`config.mk`:
```
export PLATFORM = sky130hd
export DESIGN_NAME = fp_elastic_delay_flat
export DESIGN_NICKNAME = d
export VERILOG_FILES = /design/src/rtl/fp_elastic_delay_pkg.sv /design/src/rtl/fp_elastic_delay_if.sv /design/src/rtl/fp_elastic_delay_stage.sv /design/src/rtl/fp_elastic_delay.sv /design/src/flat_wrapper.sv
export SDC_FILE = /design/constraint.sdc
export NUM_CORES = 1
export LEC_CHECK = 0
export CAP_MARGIN = 10
export CORE_AREA = 10 10 117 119
export DETAILED_ROUTE_END_ITERATION = 10
export DIE_AREA = 0 0 127 129
export GPL_TIMING_DRIVEN = 0
export PLACE_DENSITY = 0.77
export SLEW_MARGIN = 20
export SYNTH_ARGS = -nofsm -noshare
export SYNTH_HDL_FRONTEND = slang
export SYNTH_SLANG_ARGS = --single-unit
```
`constraint.sdc`:
```
create_clock -name clk -period 1.8 [get_ports clk]
set_input_delay 0.18 -clock clk [delete_from_list [all_inputs] [get_ports clk]]
set_output_delay 0.18 -clock clk [all_outputs]
set_load 0.03 [all_outputs]
```
`src/rtl/fp_elastic_delay_pkg.sv`:
```
// fp_delay_pkg: shared widths, width helper and default word layout for the elastic delay line
package fp_delay_pkg;
  localparam int MANTISSA_LENGTH_DEF = 23;
  localparam int EXP_LENGTH_DEF = 8;
  function automatic int fp_width(input int mant, input int exp);
    return mant + exp + 1;
  endfunction
  typedef struct packed {
    logic sign;
    logic [EXP_LENGTH_DEF-1:0] exp;
    logic [MANTISSA_LENGTH_DEF-1:0] mant;
  } fp_word_t;
endpackage

```
`src/rtl/fp_elastic_delay_if.sv`:
```
// fp_elastic_delay_if: upstream/downstream valid-ready handshake and occupancy of the delay line
interface fp_elastic_delay_if
  import fp_delay_pkg::*;
#(
  parameter int MANTISSA_LENGTH = MANTISSA_LENGTH_DEF,
  parameter int EXP_LENGTH = EXP_LENGTH_DEF,
  parameter int DEPTH = 4
);
  localparam int W = fp_width(MANTISSA_LENGTH, EXP_LENGTH);
  localparam int CW = $clog2(DEPTH + 1);
  logic in_valid;
  logic in_ready;
  logic [W-1:0] in_data;
  logic out_valid;
  logic out_ready;
  logic [W-1:0] out_data;
  logic [CW-1:0] occupancy;
  modport master (
    output in_valid, in_data, out_ready,
    input in_ready, out_valid, out_data, occupancy
  );
  modport slave (
    input in_valid, in_data, out_ready,
    output in_ready, out_valid, out_data, occupancy
  );
endinterface

```
`src/rtl/fp_elastic_delay_stage.sv`:
```
// fp_delay_stage: one valid+data register; data only moves with a valid word so idle stages stay quiet
module fp_delay_stage #(
  parameter int W = 32
) (
  input  logic clk,
  input  logic reset,
  input  logic flush,
  input  logic load,
  input  logic src_valid,
  input  logic [W-1:0] src_data,
  output logic valid,
  output logic [W-1:0] data
);
  always_ff @(posedge clk) begin
    if (reset) begin
      valid <= 1'b0;
      data <= '0;
    end else begin
      valid <= flush ? 1'b0 : load ? src_valid : valid;
      if (load && src_valid && !flush) data <= src_data;
    end
  end
endmodule

```
`src/rtl/fp_elastic_delay.sv`:
```
// fp_elastic_delay: DEPTH-stage elastic delay line for floating-point words with bubble collapsing
module fp_elastic_delay
  import fp_delay_pkg::*;
#(
  parameter int MANTISSA_LENGTH = MANTISSA_LENGTH_DEF,
  parameter int EXP_LENGTH = EXP_LENGTH_DEF,
  parameter int DEPTH = 4
) (
  input logic clk,
  input logic reset,
  input logic flush,
  fp_elastic_delay_if.slave bus
);
  localparam int W = fp_width(MANTISSA_LENGTH, EXP_LENGTH);
  localparam int CW = $clog2(DEPTH + 1);
  if (DEPTH < 1) begin : g_bad_depth
    $error("fp_elastic_delay: DEPTH must be >= 1");
  end
  logic [DEPTH-1:0] v;
  logic [DEPTH-1:0] acc;
  logic [W-1:0] d [DEPTH];
  logic [CW-1:0] occ;
  logic in_fire, out_fire;
  for (genvar i = 0; i < DEPTH; i++) begin : g_st
    logic sv;
    logic [W-1:0] sd;
    if (i == 0) begin : g_head
      assign sv = bus.in_valid;
      assign sd = bus.in_data;
    end else begin : g_tail
      assign sv = v[i-1];
      assign sd = d[i-1];
    end
    // A stage may take a word if any stage at or after it has a hole, or the output drains
    assign acc[i] = ~&v[DEPTH-1:i] | bus.out_ready;
    fp_delay_stage #(.W(W)) u_stage (
      .clk(clk),
      .reset(reset),
      .flush(flush),
      .load(acc[i]),
      .src_valid(sv),
      .src_data(sd),
      .valid(v[i]),
      .data(d[i])
    );
  end
  assign in_fire = bus.in_valid & acc[0];
  assign out_fire = v[DEPTH-1] & bus.out_ready;
  always_ff @(posedge clk) begin
    if (reset || flush) occ <= '0;
    else occ <= occ + CW'(in_fire) - CW'(out_fire);
  end
  assign bus.in_ready = acc[0];
  assign bus.out_valid = v[DEPTH-1];
  assign bus.out_data = d[DEPTH-1];
  assign bus.occupancy = occ;
endmodule
```
`src/flat_wrapper.sv`:
```
// flat-port wrapper written by rule: the top's interface ports become plain ports
module fp_elastic_delay_flat import fp_delay_pkg::*;
#(
  parameter int MANTISSA_LENGTH = MANTISSA_LENGTH_DEF,
  parameter int EXP_LENGTH = EXP_LENGTH_DEF,
  parameter int DEPTH = 4
)
  (clk, reset, flush, bus_in_valid, bus_in_data, bus_out_ready, bus_in_ready, bus_out_valid, bus_out_data, bus_occupancy);
  fp_elastic_delay_if #(.MANTISSA_LENGTH(MANTISSA_LENGTH), .EXP_LENGTH(EXP_LENGTH), .DEPTH(DEPTH)) bus_i ();
  input logic clk;
  input logic reset;
  input logic flush;
  input wire logic [$bits(bus_i.in_valid)-1:0] bus_in_valid;
  input wire logic [$bits(bus_i.in_data)-1:0] bus_in_data;
  input wire logic [$bits(bus_i.out_ready)-1:0] bus_out_ready;
  output wire logic [$bits(bus_i.in_ready)-1:0] bus_in_ready;
  output wire logic [$bits(bus_i.out_valid)-1:0] bus_out_valid;
  output wire logic [$bits(bus_i.out_data)-1:0] bus_out_data;
  output wire logic [$bits(bus_i.occupancy)-1:0] bus_occupancy;
  assign bus_i.in_valid = bus_in_valid;
  assign bus_i.in_data = bus_in_data;
  assign bus_i.out_ready = bus_out_ready;
  assign bus_in_ready = bus_i.in_ready;
  assign bus_out_valid = bus_i.out_valid;
  assign bus_out_data = bus_i.out_data;
  assign bus_occupancy = bus_i.occupancy;
  fp_elastic_delay #(.MANTISSA_LENGTH(MANTISSA_LENGTH), .EXP_LENGTH(EXP_LENGTH), .DEPTH(DEPTH)) u_core (.clk(clk), .reset(reset), .flush(flush), .bus(bus_i));
endmodule
```
* Word-level counts from Yosys, hierarchy flattened
Cells that the tools add are included.
** Storage, ports and cells
- Word-level logic and storage cells :: 35
- Output and inout port bits :: 37
- Register bits after elaboration :: 135
** Cells by class
- Reductions and logical operators :: 18
- Add/sub/neg operators :: 2
- Bitwise gates (word level) :: 6
** Operators by type and width (number)
- 1-bit logical AND :: 8
- 1-bit zero test :: 5
- 1-bit bitwise OR :: 4
- 4-bit AND reduction :: 1
- 3-bit by 1-bit adder with 3-bit output :: 1
- 3-bit AND reduction :: 1
- 3-bit by 1-bit subtractor with 3-bit output :: 1
- 1-bit bitwise AND :: 2
- 2-bit AND reduction :: 1
- 2-bit OR reduction :: 1
- 1-bit logical OR :: 1

* Longest topological paths before layout
Gate-level depths: netlist of the first run.
- Depth in word-level cells :: 6
- Mapped depth :: 9
- Gate-level depth less buffers :: 8

* Cells and area by module
Synthesis of the first run repeated with hierarchy kept, for this count alone.
** Unflattened totals
- Cells, all modules :: 592
- Area total of the unflattened synthesis :: 6216.0 sq um
** Modules (own cells, without submodules)
- fp_delay_stage :: area an instance 1503.9 sq um, cells each 143, instances 4
- fp_elastic_delay :: area an instance 200.2 sq um, cells each 20, instances 1

* Worst setup path after synthesis of the first run
OpenSTA, ideal clock, no wires.
- Path type :: register to register
- Start point :: register u_core.g_st[3].u_stage.valid
- End point :: register u_core.occ[2] (netlist: u_core.bus.occupancy[2])
- Setup slack :: -0.625 ns
- Data arrival time :: 2.296 ns
- Data required time :: 1.671 ns
- Buffers on the path :: 1
- Stages on the path, launching flop included :: 10
- Cells stage by stage :: dfxtp_1 > and4b_1 > buf_6 > nand2_1 > and2_1 > ha_1 > fa_1 > xnor2_1 > xnor2_1 > nor3_1
** Between the ends
- Word-level cells in the longest chain between the ends :: 6
- Elaborated cells between the ends (all ways) :: 7
** Ends and longest elaborated chain
- start, declared :: RTL line fp_elastic_delay_stage.sv:11 : output logic valid,
- start signal, assigned :: RTL line fp_elastic_delay_stage.sv:19 : valid <= flush ? 1'b0 : load ? src_valid : valid;
- 4-bit AND reduction :: RTL line fp_elastic_delay.sv:35 : assign acc[i] = ~&v[DEPTH-1:i] | bus.out_ready;
- 1-bit zero test :: RTL line fp_elastic_delay.sv:35
- 1-bit bitwise OR :: RTL line fp_elastic_delay.sv:35
- net bus_in_ready :: RTL line flat_wrapper.sv:16 : output wire logic [$bits(bus_i.in_ready)-1:0] bus_in_ready;
- 1-bit bitwise AND :: RTL line fp_elastic_delay.sv:47 : assign in_fire = bus.in_valid & acc[0];
- 3-bit by 1-bit adder with 3-bit output :: RTL line fp_elastic_delay.sv:51 : else occ <= occ + CW'(in_fire) - CW'(out_fire);
- 3-bit by 1-bit subtractor with 3-bit output :: RTL line fp_elastic_delay.sv:51
- end signal, assigned :: RTL line fp_elastic_delay.sv:51
- end, declared :: RTL line fp_elastic_delay.sv:22 : logic [CW-1:0] occ;
The timed path passes the listed nets, and every way through them passes these cells.
A chain may end at the register's enable or synchronous reset.

* Worst setup path in the final report of the first run
- Start point :: input bus_out_ready
- End point :: register u_core.occ[2] (netlist: u_core.bus.occupancy[2])
** Between the ends
- Word-level cells in the longest chain between the ends :: 4
- Elaborated cells between the ends (all ways) :: 5
** Ends and longest elaborated chain
- start, declared :: RTL line flat_wrapper.sv:15 : input wire logic [$bits(bus_i.out_ready)-1:0] bus_out_ready;
- 1-bit bitwise OR :: RTL line fp_elastic_delay.sv:35
- 1-bit bitwise AND :: RTL line fp_elastic_delay.sv:47
- 3-bit by 1-bit adder with 3-bit output :: RTL line fp_elastic_delay.sv:51
- 3-bit by 1-bit subtractor with 3-bit output * :: RTL line fp_elastic_delay.sv:51
Every way passes the cells marked *; elsewhere a longest branch is shown, timed or not.

==> out/qor_table.md, run 1 <==
| Quantity | Value | Unit |
|:---|:---|:---|
| Bufs on Longest Clock Path | 2 | - |
| Pleak | 2.35 | nW |
| Port Buffers | 71 | - |
| Path depth of the worst reg2reg path | 9 | - |
| Total power | 0.00699 | W |
| Fraction of layout instances using a drive strength above 1 | 8.32 | % |
| Post-synth net total | 656 | - |
| Boundary pin count | 74 | - |
| Utilization after layout | 61.9 | % |
| Number of synthesized flops with an enable pin | 0 | - |
| Achievable Freq | 0.521 | GHz |
| Crit path capture type | flip-flop | - |
| Flip-flop and latch area | 2710 | um2 |
| TritonCTS Buffers | 17 | - |
| Cells taking the most area after synthesis | sky130_fd_sc_hd__dfxtp_1 50%, sky130_fd_sc_hd__a21oi_1 9.0%, sky130_fd_sc_hd__nand3_1 8.9% | - |
| WL/cell | 15.5 | um |
| Buffer cell driving the clock tree root | sky130_fd_sc_hd__clkbuf_16 | - |
| Final hold slack | 89.7 | ps |
| Hpwl dp | 9960 | um |
| Antenna fix cells | 0 | - |
| Worst flop-to-flop path endpoint | u_core.bus.occupancy[2] | - |
| Summed area of non-filler cells in the final layout | 7010 | um2 |
| First drt pass iteration count | 5 | - |
| Number of cells traversed by the worst hold path | 2 | - |
| DR DRC count | 0 | - |
| Final number of setup-violating endpoints | 1 | - |
| Crit-path max cell delay | 520 | ps |
| Hold Crit Endpoint | u_core.bus.occupancy[2] | - |
| Clock Latency Late Sink | 410 | ps |
| Die footprint | 16400 | um2 |
| Via count of the first global-routing pass | 4779 | - |
| Area of the multi-input gates | 2450 | um2 |
| R2r startpoint | u_core.g_st[3].u_stage.valid | - |
| Max Clock Skew | 8.52 | ps |
| Cell Area, Synth | 5420 | um2 |
| Chain of cells forming the critical path | clkdlybuf4s50_1, and4b_1, buf_6, nand2_8, and2_4, ha_4, fa_2, xnor2_2, xnor2_1, nor3_1 | - |
| Hold Vio Cnt, Final | 0 | - |
| Via count normalized by instance count | 5.41 | - |
| Post-cts hold buffer count | 0 | - |
| Fill count | 984 | - |
| Total global routing track utilization | 16.5 | % |
| Row cnt | 39 | - |
| Area growth from synthesis to final layout | 29.3 | % |
| Final std cells w/o fill | 864 | - |
| CTS tree | built | - |
| Sequential share of the synthesized area | 49.8 | % |
| Result of the run | finished, violations left | - |
| Syn_area_per_cell | 8.81 | um2 |
| Nets | 748 | - |
| Total core area | 11300 | um2 |
| Post-route antenna net violation count | 0 | - |
| Maximum number of pins on one net before global-route repair | 17 | - |
| Proportion of netlist area held by the largest area contributor | 49.8 | % |
| Kind of critical path | in2reg | - |
| Post-layout worst setup margin | -120 | ps |
| Fin. max-slew vios | 0 | - |
| Most frequent cells in the layout | 132 x sky130_fd_sc_hd__dfxtp_1, 97 x sky130_fd_sc_hd__a21oi_1, 96 x sky130_fd_sc_hd__nand3_1, 96 x sky130_fd_sc_hd__o21ai_0, 70 x sky130_fd_sc_hd__clkdlybuf4s50_1 | - |
| Largest delay contributor family on the critical path | buffers and inverters | - |
| Clock H-tree levels | 4 | - |
| Die H | 129 | um |
| Number of sinks on the clock net | 135 | - |
| Violations in the final reports | setup timing | - |
| Worst min-delay path startpoint | flush | - |
| Period Utilization, post-route | 107 | % |
| Slowest library cell on the worst path | sky130_fd_sc_hd__clkdlybuf4s50_1 | - |
| DR iter-0 viols | 383 | - |
| Startpoint class of the critical path | input port | - |
| Worst Path Max Fanout | 7 | - |
| Count of different cell masters after synthesis | 26 | - |
| Time the worst path needs with I/O delays and setup | 1920 | ps |
| Arr. time, crit path | 2200 | ps |
| Placed instance area | 6360 | um2 |
| Areal power density over the cells | 997 | nW/um2 |
| Count of yosys warnings during synthesis | 0 | - |
| Placed Cells incl. Taps | 830 | - |
| Library cell with the largest summed area after synthesis | sky130_fd_sc_hd__dfxtp_1 | - |
| Required arrival time at the worst endpoint | 2080 | ps |
| Maximum vdd ir drop | 0.573 | mV |
| Crit path buffers/inverters | 2 | - |
| Cells after Synth | 616 | - |
| Drt total wl | 13400 | um |
| Number of maximum-capacitance constraint violations | 0 | - |
| Worst Tran Pin Value | 639 | ps |
| Number of storage elements in the synthesis netlist | 135 | - |
| Unrepaired setup endpoints after global routing | true | - |
| GRT overflow | 0 | - |
| FF-to-FF setup slack | -110 | ps |
| Clock edge transition at the registers on the reported setup and hold paths | 60 | ps |
| Predominant post-synthesis flop cell | sky130_fd_sc_hd__dfxtp_1 | - |
| Number of antenna violations at the first check in global routing | 0 | - |
| Async set-or-reset flop fraction in the synthesized netlist | 0 | % |
| Relative slew margins | 57.4 | % |
| Wire length of the first global-routing pass | 22600 | um |
| Vias after detailed routing | 4675 | - |
| Die span in x | 127 | um |
| Starting density of the core | 47.9 | % |
| Most common cell after layout, fill and taps aside | sky130_fd_sc_hd__dfxtp_1 | - |
| Hold/Removal Path Class | in2reg | - |
| RD Place Congestion | 0.869 | - |
-- synth_stat cells, types with 2 or more instances --
library cell	instances
sky130_fd_sc_hd__nor3_1	2
sky130_fd_sc_hd__o21ai_0	96
sky130_fd_sc_hd__o21a_1	3
sky130_fd_sc_hd__dfxtp_1	135
sky130_fd_sc_hd__nor2b_1	3
sky130_fd_sc_hd__nand2b_1	69
sky130_fd_sc_hd__nand3_1	96
sky130_fd_sc_hd__buf_12	3
sky130_fd_sc_hd__a21oi_1	97
sky130_fd_sc_hd__mux2i_1	32
sky130_fd_sc_hd__inv_1	4
sky130_fd_sc_hd__clkbuf_1	47
sky130_fd_sc_hd__buf_2	11
sky130_fd_sc_hd__xnor2_1	2
sky130_fd_sc_hd__and2_1	4
sky130_fd_sc_hd__ha_1	2
-- area by class of cell --
cell class / count / share of cell area [%]
Sequential cell: 135 / 38.7
Multi-Input combinational cell: 415 / 34.9
Clock buffer: 19 / 6.62
Buffer: 62 / 4.34
Inverter: 4 / 0.214
Tap cell: 143 / 2.55
Clock inverter: 13 / 2.39
Timing Repair Buffer: 73 / 10.3
-- cell families (layout without fill, tap and decap cells) --
kind of cell | Yosys count | count (layout) | synth area share (%)
adders and majority gates | 3 | 3 | 0.830
DFF | 135 | 135 | 49.8
and+or+nand+nor | 181 | 181 | 18.7
AOI/OAI and AO/OA | 197 | 197 | 18.5
buffers and inverters | 66 | 171 | 5.86
xor gates and xnor gates | 2 | 2 | 0.323
muxes | 32 | 32 | 5.91
-- power breakdown --
group	total [W]	switching [W]	internal, W
Combinational	0.000318	0.000150	0.000168
Clock	0.00362	0.00131	0.00231
Sequential	0.00306	0.0000289	0.00303
Total	0.00699	0.00149	0.00551
-- per-layer routing --
| metal | GRT usage (%) | vias up | routed length [um] |
|---|---|---|---|
| met5 | 0 | - | 0 |
| met4 | 4.82 | 0 | 144 |
| met3 | 5.50 | 17 | 933 |
| met2 | 27.3 | 141 | 6380 |
| met1 | 20.0 | 2175 | 5920 |
| li1 | - | 2342 | - |
-- metrics by stage --
step	setup slack, ps	TNS, ps
global route	-224	-299
detailed placement	-574	-6940
floorplan	-163	-177
CTS	-136	-136
global placement	-562	-6000
finish	-120	-120
-- state kept, by name, indices dropped and copies added (netlist names) --
register	count
u_core.g_st.u_stage.data	128
u_core.g_st.u_stage.valid	4
u_core.bus.occupancy	3
-- how the worst max path moves through the flow --
stage,to,from,cells after the start,slack [ps]
2_1_floorplan,u_core.bus.occupancy[2],u_core.g_st[3].u_stage.valid,9,-160
3_3_place_gp,u_core.bus.occupancy[2],bus_out_ready,10,-560
3_5_place_dp,u_core.bus.occupancy[2],bus_out_ready,10,-570
4_1_cts,u_core.bus.occupancy[2],u_core.g_st[3].u_stage.valid,9,-140
5_1_grt,u_core.bus.occupancy[2],u_core.g_st[3].u_stage.valid,9,-220
6_report,u_core.bus.occupancy[2],bus_out_ready,10,-120
-- what timing repair did --
item	CTS	global route
resized for setup	3	4
endpoints found under the setup margin	3	8
buffers inserted	1	1
endpoints found under the hold margin	0	0
Note: power is estimated with default switching activity, not from simulation.
==> inputs of run 2 (changes only) <==
--- a/config.mk
+++ b/config.mk
@@ -5,7 +5,7 @@
 export SDC_FILE = /design/constraint.sdc
 export NUM_CORES = 1
 export LEC_CHECK = 0
-export CAP_MARGIN = 10
+export CAP_MARGIN = 20
 export CORE_AREA = 10 10 117 119
 export DETAILED_ROUTE_END_ITERATION = 10
 export DIE_AREA = 0 0 127 129
==> results of run 2 <==
Same layout as run 1: the final DEF is identical, and so are final timing and power.
